### src/rtl/fetch_decode_ctrl.sv
// rtl/fetch_decode_ctrl.sv - fetch/decode sequencer issuing one PC-control pulse per instruction
// Optional TRON_HALT_DETECT_EN: unconditional branch-to-self parks the core in HALT.
module fetch_decode_ctrl #(
   parameter int WIDTH = 16
) (
   input  logic             clk,
   input  logic             reset,
   input  logic [WIDTH-1:0] instrIn,
   input  logic             instrValid,
   output logic             fetchReq,
   output logic [3:0]       jumpRegAddr,
   input  logic [WIDTH-1:0] jumpRegData,
   input  logic [4:0]       flagsIn,
   output logic             aluEn,
   output logic             memReq,
   output logic             memWrite,
   input  logic             memReady,
   output logic             pcAdd,
   output logic             pcBranch,
   output logic             pcJump,
   output logic [3:0]       flagOp,
   output logic [WIDTH-1:0] immediate,
   output logic [15:0]      flagRegister,
   output logic             halted
);

`ifdef TRON_HALT_DETECT_EN
   typedef enum logic [2:0] {S_FETCH, S_DECODE, S_EXEC, S_MEM, S_HALT} state_t;
`else
   typedef enum logic [2:0] {S_FETCH, S_DECODE, S_EXEC, S_MEM} state_t;
`endif

   state_t           state_q, state_d;
   logic [WIDTH-1:0] instr_reg_q, instr_reg_d;
   logic [15:0]      flag_reg_q, flag_reg_d;
   logic [3:0]       flag_op_q, flag_op_d;
   logic [WIDTH-1:0] imm_q, imm_d;
   logic             fetch_req_q, fetch_req_d;
   logic             alu_en_q, alu_en_d;
   logic             mem_req_q, mem_req_d;
   logic             mem_write_q, mem_write_d;
   logic             pc_add_q, pc_add_d;
   logic             pc_branch_q, pc_branch_d;
   logic             pc_jump_q, pc_jump_d;
   logic             halted_q, halted_d;

   logic is_bcond, is_jcond, is_load, is_stor, is_alu, halt_hit;

   always_comb begin
      is_bcond = (instr_reg_q[15:12] == 4'hC);
      is_jcond = (instr_reg_q[15:12] == 4'h4) && (instr_reg_q[7:4] == 4'hC);
      is_load  = (instr_reg_q[15:12] == 4'h4) && (instr_reg_q[7:4] == 4'h0);
      is_stor  = (instr_reg_q[15:12] == 4'h4) && (instr_reg_q[7:4] == 4'h4);
      is_alu   = !(is_bcond || is_jcond || is_load || is_stor);
`ifdef TRON_HALT_DETECT_EN
      halt_hit = is_bcond && (instr_reg_q[11:8] == 4'hE) && (instr_reg_q[7:0] == 8'hFF);
`else
      halt_hit = 1'b0;
`endif
   end

   always_comb begin
      state_d     = state_q;
      instr_reg_d = instr_reg_q;
      flag_reg_d  = flag_reg_q;
      flag_op_d   = flag_op_q;
      imm_d       = imm_q;
      fetch_req_d = 1'b0;
      alu_en_d    = 1'b0;
      mem_req_d   = 1'b0;
      mem_write_d = 1'b0;
      pc_add_d    = 1'b0;
      pc_branch_d = 1'b0;
      pc_jump_d   = 1'b0;
      halted_d    = 1'b0;
      // Strobes are registered: each is set on the edge that enters the state it belongs to.
      case (state_q)
         S_FETCH: begin
            if (instrValid) begin
               instr_reg_d = instrIn;
               flag_op_d   = instrIn[11:8];
               imm_d       = {{(WIDTH-8){instrIn[7]}}, instrIn[7:0]};
               state_d     = S_DECODE;
            end else begin
               fetch_req_d = 1'b1;
            end
         end
         S_DECODE: begin
            state_d = S_EXEC;
            if (is_jcond) imm_d = jumpRegData;
            if (is_alu) begin
               alu_en_d = 1'b1;
               pc_add_d = 1'b1;
            end else if (is_bcond) begin
               pc_branch_d = !halt_hit;
            end else if (is_jcond) begin
               pc_jump_d = 1'b1;
            end else begin
               mem_req_d   = 1'b1;
               mem_write_d = is_stor;
            end
         end
         S_EXEC: begin
            if (is_alu) flag_reg_d = {11'b0, flagsIn};
            if (is_load || is_stor) begin
               state_d     = S_MEM;
               mem_req_d   = 1'b1;
               mem_write_d = mem_write_q;
`ifdef TRON_HALT_DETECT_EN
            end else if (halt_hit) begin
               state_d  = S_HALT;
               halted_d = 1'b1;
`endif
            end else begin
               state_d     = S_FETCH;
               fetch_req_d = 1'b1;
            end
         end
         S_MEM: begin
            if (memReady) begin
               state_d     = S_FETCH;
               fetch_req_d = 1'b1;
            end else begin
               mem_req_d   = 1'b1;
               mem_write_d = mem_write_q;
            end
         end
`ifdef TRON_HALT_DETECT_EN
         S_HALT: halted_d = 1'b1;
`endif
         default: state_d = S_FETCH;
      endcase
   end

   always_ff @(posedge clk or negedge reset) begin
      if (!reset) begin
         state_q     <= S_FETCH;
         instr_reg_q <= '0;
         flag_reg_q  <= '0;
         flag_op_q   <= '0;
         imm_q       <= '0;
         fetch_req_q <= 1'b0;
         alu_en_q    <= 1'b0;
         mem_req_q   <= 1'b0;
         mem_write_q <= 1'b0;
         pc_add_q    <= 1'b0;
         pc_branch_q <= 1'b0;
         pc_jump_q   <= 1'b0;
         halted_q    <= 1'b0;
      end else begin
         state_q     <= state_d;
         instr_reg_q <= instr_reg_d;
         flag_reg_q  <= flag_reg_d;
         flag_op_q   <= flag_op_d;
         imm_q       <= imm_d;
         fetch_req_q <= fetch_req_d;
         alu_en_q    <= alu_en_d;
         mem_req_q   <= mem_req_d;
         mem_write_q <= mem_write_d;
         pc_add_q    <= pc_add_d;
         pc_branch_q <= pc_branch_d;
         pc_jump_q   <= pc_jump_d;
         halted_q    <= halted_d;
      end
   end

   // Memory completion advances the PC in the same cycle memReady is seen.
   assign pcAdd        = pc_add_q | ((state_q == S_MEM) && memReady);
   assign pcBranch     = pc_branch_q;
   assign pcJump       = pc_jump_q;
   assign fetchReq     = fetch_req_q;
   assign aluEn        = alu_en_q;
   assign memReq       = mem_req_q;
   assign memWrite     = mem_write_q;
   assign flagOp       = flag_op_q;
   assign immediate    = imm_q;
   assign flagRegister = flag_reg_q;
   assign halted       = halted_q;
   assign jumpRegAddr  = instr_reg_q[3:0];

endmodule

### config.mk
export PLATFORM = sky130hd
export DESIGN_NAME = fetch_decode_ctrl
export DESIGN_NICKNAME = d
export VERILOG_FILES = /design/src/rtl/fetch_decode_ctrl.sv
export SDC_FILE = /design/constraint.sdc
export NUM_CORES = 1
export LEC_CHECK = 0
export ABC_AREA = 1
export CORE_MARGIN = 2
export CORE_UTILIZATION = 39
export DETAILED_ROUTE_END_ITERATION = 10
export GPL_TIMING_DRIVEN = 0
export PLACE_DENSITY = 0.77
export REMOVE_ABC_BUFFERS = 1
export SLEW_MARGIN = 15
export SYNTH_ARGS = -nofsm -noshare
export SYNTH_HDL_FRONTEND = slang
export SYNTH_SLANG_ARGS = --single-unit
### constraint.sdc
create_clock -name clk -period 1.3 [get_ports clk]
set_input_delay 0.26 -clock clk [delete_from_list [all_inputs] [get_ports clk]]
set_output_delay 0.26 -clock clk [all_outputs]
set_load 0.01 [all_outputs]
==> results by group, run 1 <==
Logic synthesis
  • Netlist cell types: 23
  • Post-Synth Adder-Cell Area: 0
  • Synth area leaders: dfrtp_1, nand2_1, buf_4, nand3_1, inv_1
  • Yosys warning total: 0
  • Sequential area share after synthesis: 0.524
  • Main combinational cell family by area after synthesis: simple AND/OR/NAND/NOR gates
  • Syn Area/Cell: 8.56 um^2
  • Synth Area in Compound Gates: 0.0431
  • Cell count after synthesis: 251
  • Post-synthesis xor/xnor area fraction: 0
  • Post-synth top area share: 0.524
  • Synth area leader: dfrtp_1
  • Synthesized area: between 2000 and 2500 um^2
  • Mux contribution to synthesized area: 0.0367
  • Seq cells post-synth: 45
  • Simple-Gate Fraction of Synth Area: 0.266

Finish
  • Number of fillers in the final layout: 464
  • Nets: 391
  • Layout area overhead: 64.2%
  • Post-route insts no fill: ~420
  • Layout cells sized above 1: 0.285
  • Most frequent cells in the layout: nand2_1, dfrtp_1, clkdlybuf4s50_1, dlygate4sd2_1, nand3_1
  • Register area: between 1000 and 1500 um^2
  • Antenna fix cells: 0
  • Multi-input combinational cell area: 1150 um^2
  • Commonest non-fill, non-tap cell in the layout: nand2_1

Timing
  • Max-slew headroom: 0.578
  • Period Utilization, post-route: 1.06
  • Max Slew Vio Count: 0
  • Final Hold Fails: 0
  • F_max: 724 MHz
  • Clk_skew: 5.97 ps
  • Post-layout min period: approximately 1400 ps
  • Final setup fails: 26
  • RSZ-0062 raised after global routing: true
  • Final Worst Setup Slack: -80.6 ps
  • Worst Tran Pin Value: 633 ps

Placed design
  • Dpl hpwl: 3160 um
  • Worst slack, placed: -638 ps
  • Placed cells: 383
  • Port buffer count: 76
  • RePlAce Congestion: ~0.72

Flow run
  • Max-Cap Viols: 0

Setup path
  • Critical Path AT: between 1500 and 2000 ps
  • Max stage delay on crit path: 430 ps
  • Worst-path fanout max: 8
  • CP max stage cell: dfrtp_1
  • Crit path capture type: flip-flop
  • Crit path kind: reg2reg
  • Critical path, cell by cell: buf_6 -> nor2_4 -> buf_6 -> nand2_8 -> buf_12 -> nand2_8 -> nand2_4 -> nand2_2
  • Data required, critical path: 1540 ps
  • Startpoint type of the worst setup path: flip-flop

Detailed routing
  • First DRT Iteration DRCs: 61
  • Vias: 1999
  • DRT Wirelength: between 6000 and 7000 um
  • DRT antenna net count: 0
  • Vias/cell: 4.73
  • Drt wl/cell: 14.2 um
  • Post-route DRC: 0
  • DR pass1 iterations: 4

Die
  • Initial Utilization: 0.397
  • Die W: a little under 80 um
  • Die area: 6120 um^2
  • Die Y: roughly 80 um
  • Num ports: just under 90
  • # rows: 27
  • Core area: 5410 um^2

Power and ir drop
  • Pwr dens: 2110 nW/um^2
  • Peak VDD IR: 1.31 mV
  • P_leak: 1.81 nW

Clock tree
  • H-tree Lvls: 2
  • Max clock buf depth: 2
  • Sink Count: 45
  • Root buf cell: clkbuf_8
  • CTS tree: yes
  • Skew-Pair Late Insertion Delay: 290 ps
  • CTS clk-pin slew, worst paths: roughly 80 ps
  • Number of CTS-inserted buffers: 5

Global routing
  • GRT Resource Usage Total: 0.197
  • First-pass GRT wire length: approximately 9400 um
  • Initial antenna violation count: 0
  • Overflow after GRT: 0
  • Largest net degree at the start of global routing: 28
  • Vias in the first global route: 1865

Outcome
  • Status: finished with violations
  • Failing checks: setup timing

Hold path
  • HP Class: in2reg
-- cells by family after synthesis --
family	Yosys count
multiplexers	7
flip-flops	45
other	1
AO/OA/AOI/OAI	18
AND/OR/NAND/NOR	133
buffers and inverters	47
-- registers in the layout (all words and copies together) (netlist names), 2 cells and up --
signal and cells:
flagRegister 5, immediate 16, instr_reg_q 16, state_q 2
-- final timing paths --
kind                                  from              end  slack [ps]  cells after the start
setup / recovery                state_q[0]     immediate[6]         -80                      8
hold / removal                    memReady         fetchReq         320                      3
setup reg to reg                state_q[0]     immediate[6]         -80                      8
hold reg to reg            flagRegister[4]  flagRegister[4]         470                      2
max in group asynchronous            reset       state_q[1]         350                      3
min in group asynchronous            reset         fetchReq         440                      2
-- metal layers --
metal	GRT usage	vias up	routed length [um]
met3	0.0540	5	439
met2	0.330	66	2880
met1	0.261	963	2660
li1	-	965	-
met4	0.0316	0	37
met5	0	-	0
-- power breakdown --
group / internal, W / leakage, nW / total, W / switching [W]
Sequential: 0.00203 / 0.556 / 0.00240 / 0.000378
Clock: 0.000481 / 0.0542 / 0.000948 / 0.000467
Combinational: 0.00196 / 1.20 / 0.00409 / 0.00213
Total: 0.00447 / 1.81 / 0.00744 / 0.00298
-- layout make-up --
cell class,count,area share
Clock buffer,7,0.0273
Inverter,19,0.0202
Sequential cell,45,0.320
Multi-Input combinational cell,181,0.326
Clock inverter,1,0.00142
Tap cell,72,0.0255
Timing Repair Buffer,98,0.280
-- metrics by stage --
| step | util | TNS, ps | instance area [um^2] | power, W | hold WS (ps) |
|---|---|---|---|---|---|
| after floorplan | - | -1910 | 1980 | 0.00380 | -35.6 |
| after global placement | 0.525 | -76850 | 2840 | 0.00517 | 456 |
| after detailed placement | 0.527 | -20280 | 2850 | 0.00525 | 240 |
| after CTS | 0.618 | -860 | 3340 | 0.00703 | 465 |
| after global routing | 0.653 | -2840 | 3530 | 0.00795 | 351 |
| final | 0.653 | -1280 | 3530 | 0.00744 | 318 |
-- Yosys cell counts --
| master | number |
|---|---|
| a21oi_1 | 2 |
| and3_1 | 1 |
| buf_2 | 5 |
| buf_4 | 21 |
| buf_6 | 2 |
| conb_1 | 1 |
| dfrtp_1 | 45 |
| inv_1 | 18 |
| inv_2 | 1 |
| mux2_1 | 1 |
| mux2_2 | 6 |
| nand2_1 | 90 |
| nand2_2 | 2 |
| nand2_4 | 2 |
| nand3_1 | 23 |
| nand3b_1 | 1 |
| nor2_1 | 9 |
| nor2_2 | 3 |
| nor2_4 | 1 |
| nor3_1 | 1 |
| o211ai_1 | 1 |
| o21ai_0 | 13 |
| o21ai_1 | 2 |
-- worst max-delay path, delay by kind of cell, from the launching register on --
family,cells,cell delay [ps]
flip-flops,1,430
buffers and inverters,3,470
AND/OR/NAND/NOR,5,420
-- repair_timing --
item                       in CTS  in global routing
pin swaps                      12                 12
hold endpoints to repair       18                  0
gates resized for setup        78                 46
gates cloned                    9                  2
setup endpoints to repair      78                 44
buffers inserted               15                  5
hold buffers                    1                  0
(Power assumes the default switching activity.)
==> inputs of run 2 (changes only) <==
--- a/config.mk
+++ b/config.mk
@@ -11,7 +11,6 @@
 export DETAILED_ROUTE_END_ITERATION = 10
 export GPL_TIMING_DRIVEN = 0
 export PLACE_DENSITY = 0.77
-export REMOVE_ABC_BUFFERS = 1
 export SLEW_MARGIN = 15
 export SYNTH_ARGS = -nofsm -noshare
 export SYNTH_HDL_FRONTEND = slang
==> run 2 against run 1 <==
Net effect:
- the flow still finishes with violations (setup timing)
- die area unchanged
- global-route usage decreased by 2.3 points
- via count shrank 2.0%
- critical path depth is the same
- combinational power is 17% lower
- hold slack better by 75 ps
- maximum frequency increased by 3.4%
- routed wire length is 9.6% lower
- largest cell class is now sequential cells
==> results by group, run 2 (same netlist as run 1, synthesis figures left out) <==
Outcome
  • Status: finished with violations
  • Failing checks: setup timing

Placed design
  • Dpl hpwl: 3710 um (+17%)
  • RePlAce Congestion: 0.729 (+1.5%)
  • Worst slack, placed: -413 ps (+225 ps)
  • Port buffer count: 76 (unchanged)
  • Placed inst area: 3060 um^2 (+7.2%)
  • Placed cells: 411 (+7.3%)

Clock tree
  • Skew-Pair Late Insertion Delay: 290 ps (about the same)
  • Number of CTS-inserted buffers: 5 (unchanged)
  • Max clock buf depth: 2 (unchanged)
  • H-tree Lvls: 2 (unchanged)
  • Root buf cell: clkbuf_8
  • Sink Count: 45 (unchanged)
  • CTS tree: yes
  • CTS clk-pin slew, worst paths: 80 ps (about the same)

Setup path
  • Data required, critical path: 1540 ps (about the same)
  • Critical path, cell by cell: nor2_1 -> nand2_2 -> nor2_4 -> nand2_4 -> nand2_4 -> clkbuf_16 -> nand2_1 -> nand2_1
  • Max stage delay on crit path: 400 ps (-30 ps)
  • Critical Path AT: 1570 ps (-50 ps)
  • Crit path capture type: flip-flop
  • Crit path kind: reg2reg
  • CP max stage cell: dfrtp_1
  • Startpoint type of the worst setup path: flip-flop
  • Worst-path fanout max: 5 (-3)

Finish
  • Layout cells sized above 1: 0.248 (-0.0370)
  • Final core utilization: 0.616 (-0.0368)
  • Layout area overhead: 54.9%
  • Number of fillers in the final layout: 520 (+12%)
  • Final Cell Area: 3330 um^2 (-5.6%)
  • Nets: 404 (+3.3%)
  • Multi-input combinational cell area: 865 um^2 (-25%)
  • Most frequent cells in the layout: nand2_1, dfrtp_1, clkdlybuf4s50_1, buf_4, dlygate4sd2_1
  • Post-route insts no fill: 435 (+2.8%)
  • Register area: 1130 um^2 (unchanged)
  • Commonest non-fill, non-tap cell in the layout: nand2_1
  • Antenna fix cells: 0 (unchanged)

Timing
  • F_max: 749 MHz (+3.4%)
  • Final Hold Fails: 0 (unchanged)
  • Final Worst Setup Slack: -35.7 ps (+44.9 ps)
  • Clk_skew: 5.13 ps (-0.836 ps)
  • Post-layout min period: 1340 ps (-44.9 ps)
  • Final setup fails: 16 (-38%)
  • Hold_ws: 393 ps (+74.6 ps)
  • Max Slew Vio Count: 0 (unchanged)
  • Period Utilization, post-route: 1.03 (-0.0345)
  • RSZ-0062 raised after global routing: true

Die
  • Die W: 78.2 um (unchanged)
  • Die Y: 78.2 um (unchanged)
  • Die area: 6120 um^2 (unchanged)
  • # rows: 27 (unchanged)
  • Initial Utilization: 0.397 (unchanged)
  • Num ports: 89 (unchanged)
  • Core area: 5410 um^2 (unchanged)

Power and ir drop
  • Clk pwr share: 0.132 (+0.005)
  • Net Switching: 0.00249 W (-16%)
  • Internal: 0.00414 W (-7.2%)
  • Pwr dens: 1990 nW/um^2 (-5.6%)
  • Switching Share: 0.375 (-0.0250)
  • Combinational Power Share: 0.511 (-0.039)
  • Peak VDD IR: 0.993 mV (-24%)
  • P_leak: 1.78 nW (-1.6%)
  • Reg power frac: 0.357 (+0.034)

Detailed routing
  • Post-route DRC: 0 (unchanged)
  • Drt wl/cell: 12.5 um (-12%)
  • DRT Wirelength: 5440 um (-9.6%)
  • Vias/cell: 4.50 (-4.7%)
  • Vias: 1959 (-2.0%)
  • DR pass1 iterations: 4 (unchanged)
  • DRT antenna net count: 0 (unchanged)
  • First DRT Iteration DRCs: 64 (+4.9%)

Global routing
  • GRT Resource Usage Total: 0.174 (-0.0227)
  • First-pass GRT wire length: 8420 um (-10%)
  • Vias in the first global route: 1810 (-2.9%)
  • Largest net degree at the start of global routing: 33 (+18%)
  • Initial antenna violation count: 0 (unchanged)
  • Overflow after GRT: 0 (unchanged)

Flow run
  • Max-Cap Viols: 0 (unchanged)

Hold path
  • HP Class: in2async
run 2: final timing paths:
kind                            startpoint               to  slack, ps  cells past startpoint
min in group clk           flagRegister[0]  flagRegister[0]        480                      2
hold reg to reg            flagRegister[0]  flagRegister[0]        480                      2
hold / removal                       reset  flagRegister[3]        390                      2
max in group asynchronous            reset       state_q[1]        410                      3
setup / recovery           instr_reg_q[15]     immediate[5]        -40                      8
setup reg to reg           instr_reg_q[15]     immediate[5]        -40                      8
run 2: metrics by stage:
stage	TNS [ps]	total power, W
2_1_floorplan	0	0.00409
3_3_place_gp	-60230	0.00551
3_5_place_dp	-5350	0.00558
4_1_cts	-642	0.00637
5_1_grt	-1980	0.00714
6_report	-298	0.00663
run 2: timing repair:
item / 4_1_cts / 5_1_grt
hold endpoints to repair: 13 / 0
setup endpoints to repair: 65 / 49
pin swaps: 5 / 12
buffers inserted: 7 / 6
gates resized for setup: 61 / 30
hold buffers: 1 / 0
cloned: 0 / 3
run 2: critical path, delay by kind of cell (launching register included):
| family | cells | cell delay, ps |
|---|---|---|
| buffers and inverters | 1 | 150 |
| flip-flops | 1 | 400 |
| AND/OR/NAND/NOR | 7 | 750 |
run 2: final cells by class:
class / count / area share
plain buffers: 28 / 0.0692
clock buffers: 7 / 0.0259
inverters: 19 / 0.0214
multi-input cells: 170 / 0.260
flip-flops and latches: 45 / 0.339
well taps: 72 / 0.0271
repair buffers: 94 / 0.258
run 2: metal layers:
layer	share of wire	wire length [um]	up-vias	GRT usage
met4	0.011	59	0	0.0474
li1	-	-	980	-
met1	0.44	2390	910	0.232
met2	0.49	2640	62	0.290
met3	0.063	343	7	0.0379
met5	0	0	-	0
run 2: power by group through the flow:
stage                     sequential (W)  clock [W]  combinational, W
after floorplan                  0.00252          0           0.00158
after global placement           0.00237          0           0.00314
after detailed placement         0.00239          0           0.00320
after CTS                        0.00235   0.000901           0.00312
after global routing             0.00245   0.000950           0.00374
final                            0.00236   0.000878           0.00339
==> variant, RTL diff (settings of run 2) <==
The 4 states of `state_t` get a one-hot encoding in 4 bits.
--- a/src/rtl/fetch_decode_ctrl.sv
+++ b/src/rtl/fetch_decode_ctrl.sv
@@ -28,5 +28,5 @@
    typedef enum logic [2:0] {S_FETCH, S_DECODE, S_EXEC, S_MEM, S_HALT} state_t;
 `else
-   typedef enum logic [2:0] {S_FETCH, S_DECODE, S_EXEC, S_MEM} state_t;
+   typedef enum logic [3:0] {S_FETCH = 4'b0001, S_DECODE = 4'b0010, S_EXEC = 4'b0100, S_MEM = 4'b1000} state_t;
 `endif
 
Function: no difference found for any inputs over 10 cycles, from zero or initial values and one cycle with reset low; not proved beyond that.
==> variant against run 2 <==
The run still ends with setup timing left. Global-route usage is 0.88 points lower. Worst setup slack worse by 0.24 ns. Largest cell class is now non-clock buffers. First-iteration DRC count is 45% higher. Total power is 24% higher. Routed wire length is 8.6% higher. Synthesized area is 14% higher. Sequential cell count is 2 higher. Sequential power is 7% higher. Cell area is 15% higher.
==> variant: results (changes against run 2) <==
[power]
ir_drop_uv=1020  ; was 993 uV
leakagePower_nw=1.99  ; was 1.78 nW

[critical_path]
worstPathArrival_ns=1.77  ; was 1.57 ns
critical_path.top_delay_family=flip-flops  ; was simple AND/OR/NAND/NOR gates
max_stage_delay_ns=0.57  ; was 0.40 ns
cpMaxStageDelayCell=dfstp_2  ; was dfrtp_1
crit_path_max_fanout=8  ; was 5

[placed_design]
placed_area_sq_um=3370  ; was 3060 sq um
port_buffers=76  ; unchanged
dp_hpwl_mm=4.07  ; was 3.71 mm
finalWeightedCongestion=0.789  ; was 0.729
place_ws_ns=-0.457  ; was -0.413 ns

[global_routing]
antenna_found_initial=0  ; unchanged
use_met1=0.205  ; was 0.232
met3_usage=0.0437  ; was 0.0379
grt_pass1_wl_mm=9.47  ; was 8.42 mm
grt_usage=0.166  ; was 0.174
use_met2=0.288  ; was 0.290
grt_pass1_vias=2138  ; was 1810
grt_max_degree=27  ; was 33

[cts]
cts-root-buf=clkbuf_8  ; unchanged
path_clk_slew_ns=0.09
cts_max_level=2  ; unchanged
clockBufferDepth=2  ; unchanged
worstSkewPairLatency_ns=0.30
cts_buffers=5  ; unchanged

[hold_path]
hold_path.class=in2async  ; unchanged

[run_status]
outcome=finished, violations left  ; unchanged
violations=setup timing  ; unchanged

[routing]
drt_iter0_drc=93  ; was 64
drt_first_pass_iters=4  ; unchanged
viasPerCell=4.61  ; was 4.50
wl_per_cell_um=12.2  ; was 12.5 um

[yosys]
synthTopCellsByCount=nand2_1, dfrtp_1, nand3_1  ; unchanged
synth_top_area_cell=dfrtp_1  ; unchanged
async_reset_ff_frac=1.00  ; unchanged
yosysSeqAreaShare=0.481  ; was 0.524
yosys_warnings=0  ; unchanged
synth.area.top_cells=dfrtp_1, nand2_1, buf_4, nand3_1, nand2_2  ; was dfrtp_1, nand2_1, buf_4, nand3_1, inv_1
ys_types=27  ; was 23

[timing]
relSlewSlack=0.645
layout_setup_ws_ns=-0.272  ; was -0.0357 ns
finalSetupViolations=44  ; was 16
skew_ns=0.00459  ; was 0.00513 ns

[final_layout]
final_nets=450  ; was 404
drive_above_1_share=0.329  ; was 0.248
diodes=0  ; unchanged

variant: final timing paths:
check,start,to,slack (ns),cells after the start
max reg2reg,state_q[0],immediate[12],-0.27,11
max,state_q[0],immediate[12],-0.27,11
min in group clk,immediate[0],immediate[0],0.47,2
min,reset,flagRegister[3],0.46,2
min reg2reg,immediate[0],immediate[0],0.47,2
max in group asynchronous,reset,state_q[0],0.25,3
variant: cells by family (layout without fill, tap and decap cells):
group | Yosys count | after routing | synth area share
AOI/OAI and AO/OA | 17 | 17 | 0.0358
DFF | 47 | 47 | 0.481
and+or+nand+nor | 178 | 178 | 0.343
buffers and inverters | 49 | 156 | 0.139
other | 1 | 12 | 0.00153
variant: metal layers:
layer  part of all wire  vias up  wire [um]
met3              0.062        5        367
met5                  0        -          0
met4              0.011        0         66
met2               0.48       68       2850
met1               0.44     1045       2620
li1                   -     1116          -
variant: area by class of cell:
class / count / area (sq um)
tap: 75 / 93.8
clock buffer: 6 / 72.6
timing repair buffer: 99 / 966
inverter: 19 / 88.8
fill: 509 / 2160
sequential: 47 / 1180
buffer: 30 / 280
multi-input combinational: 207 / 1140
clock inverter: 2 / 12.5
variant: metrics by stage:
| stage | setup TNS (ns) | instances |
|---|---|---|
| final | -8.96 | 485 |
| after global routing | -11.23 | 485 |
| after CTS | -7.24 | 474 |
| after detailed placement | -7.47 | 455 |
| after global placement | -69.42 | 454 |
| after floorplan | -0.865 | 303 |
variant: timing repair:
item / 4_1_cts / 5_1_grt
hold endpoints to repair: 21 / 0
pin swaps: 6 / 9
buffers inserted: 8 / 7
cloned: 2 / 4
hold buffers: 1 / 0
endpoints found under the setup margin: 74 / 47
resized for setup: 90 / 51
variant: power breakdown:
group	switching [mW]	total (mW)	internal, mW
clock	0.498	0.875	0.376
combinational	2.44	4.85	2.41
sequential	0.404	2.52	2.11
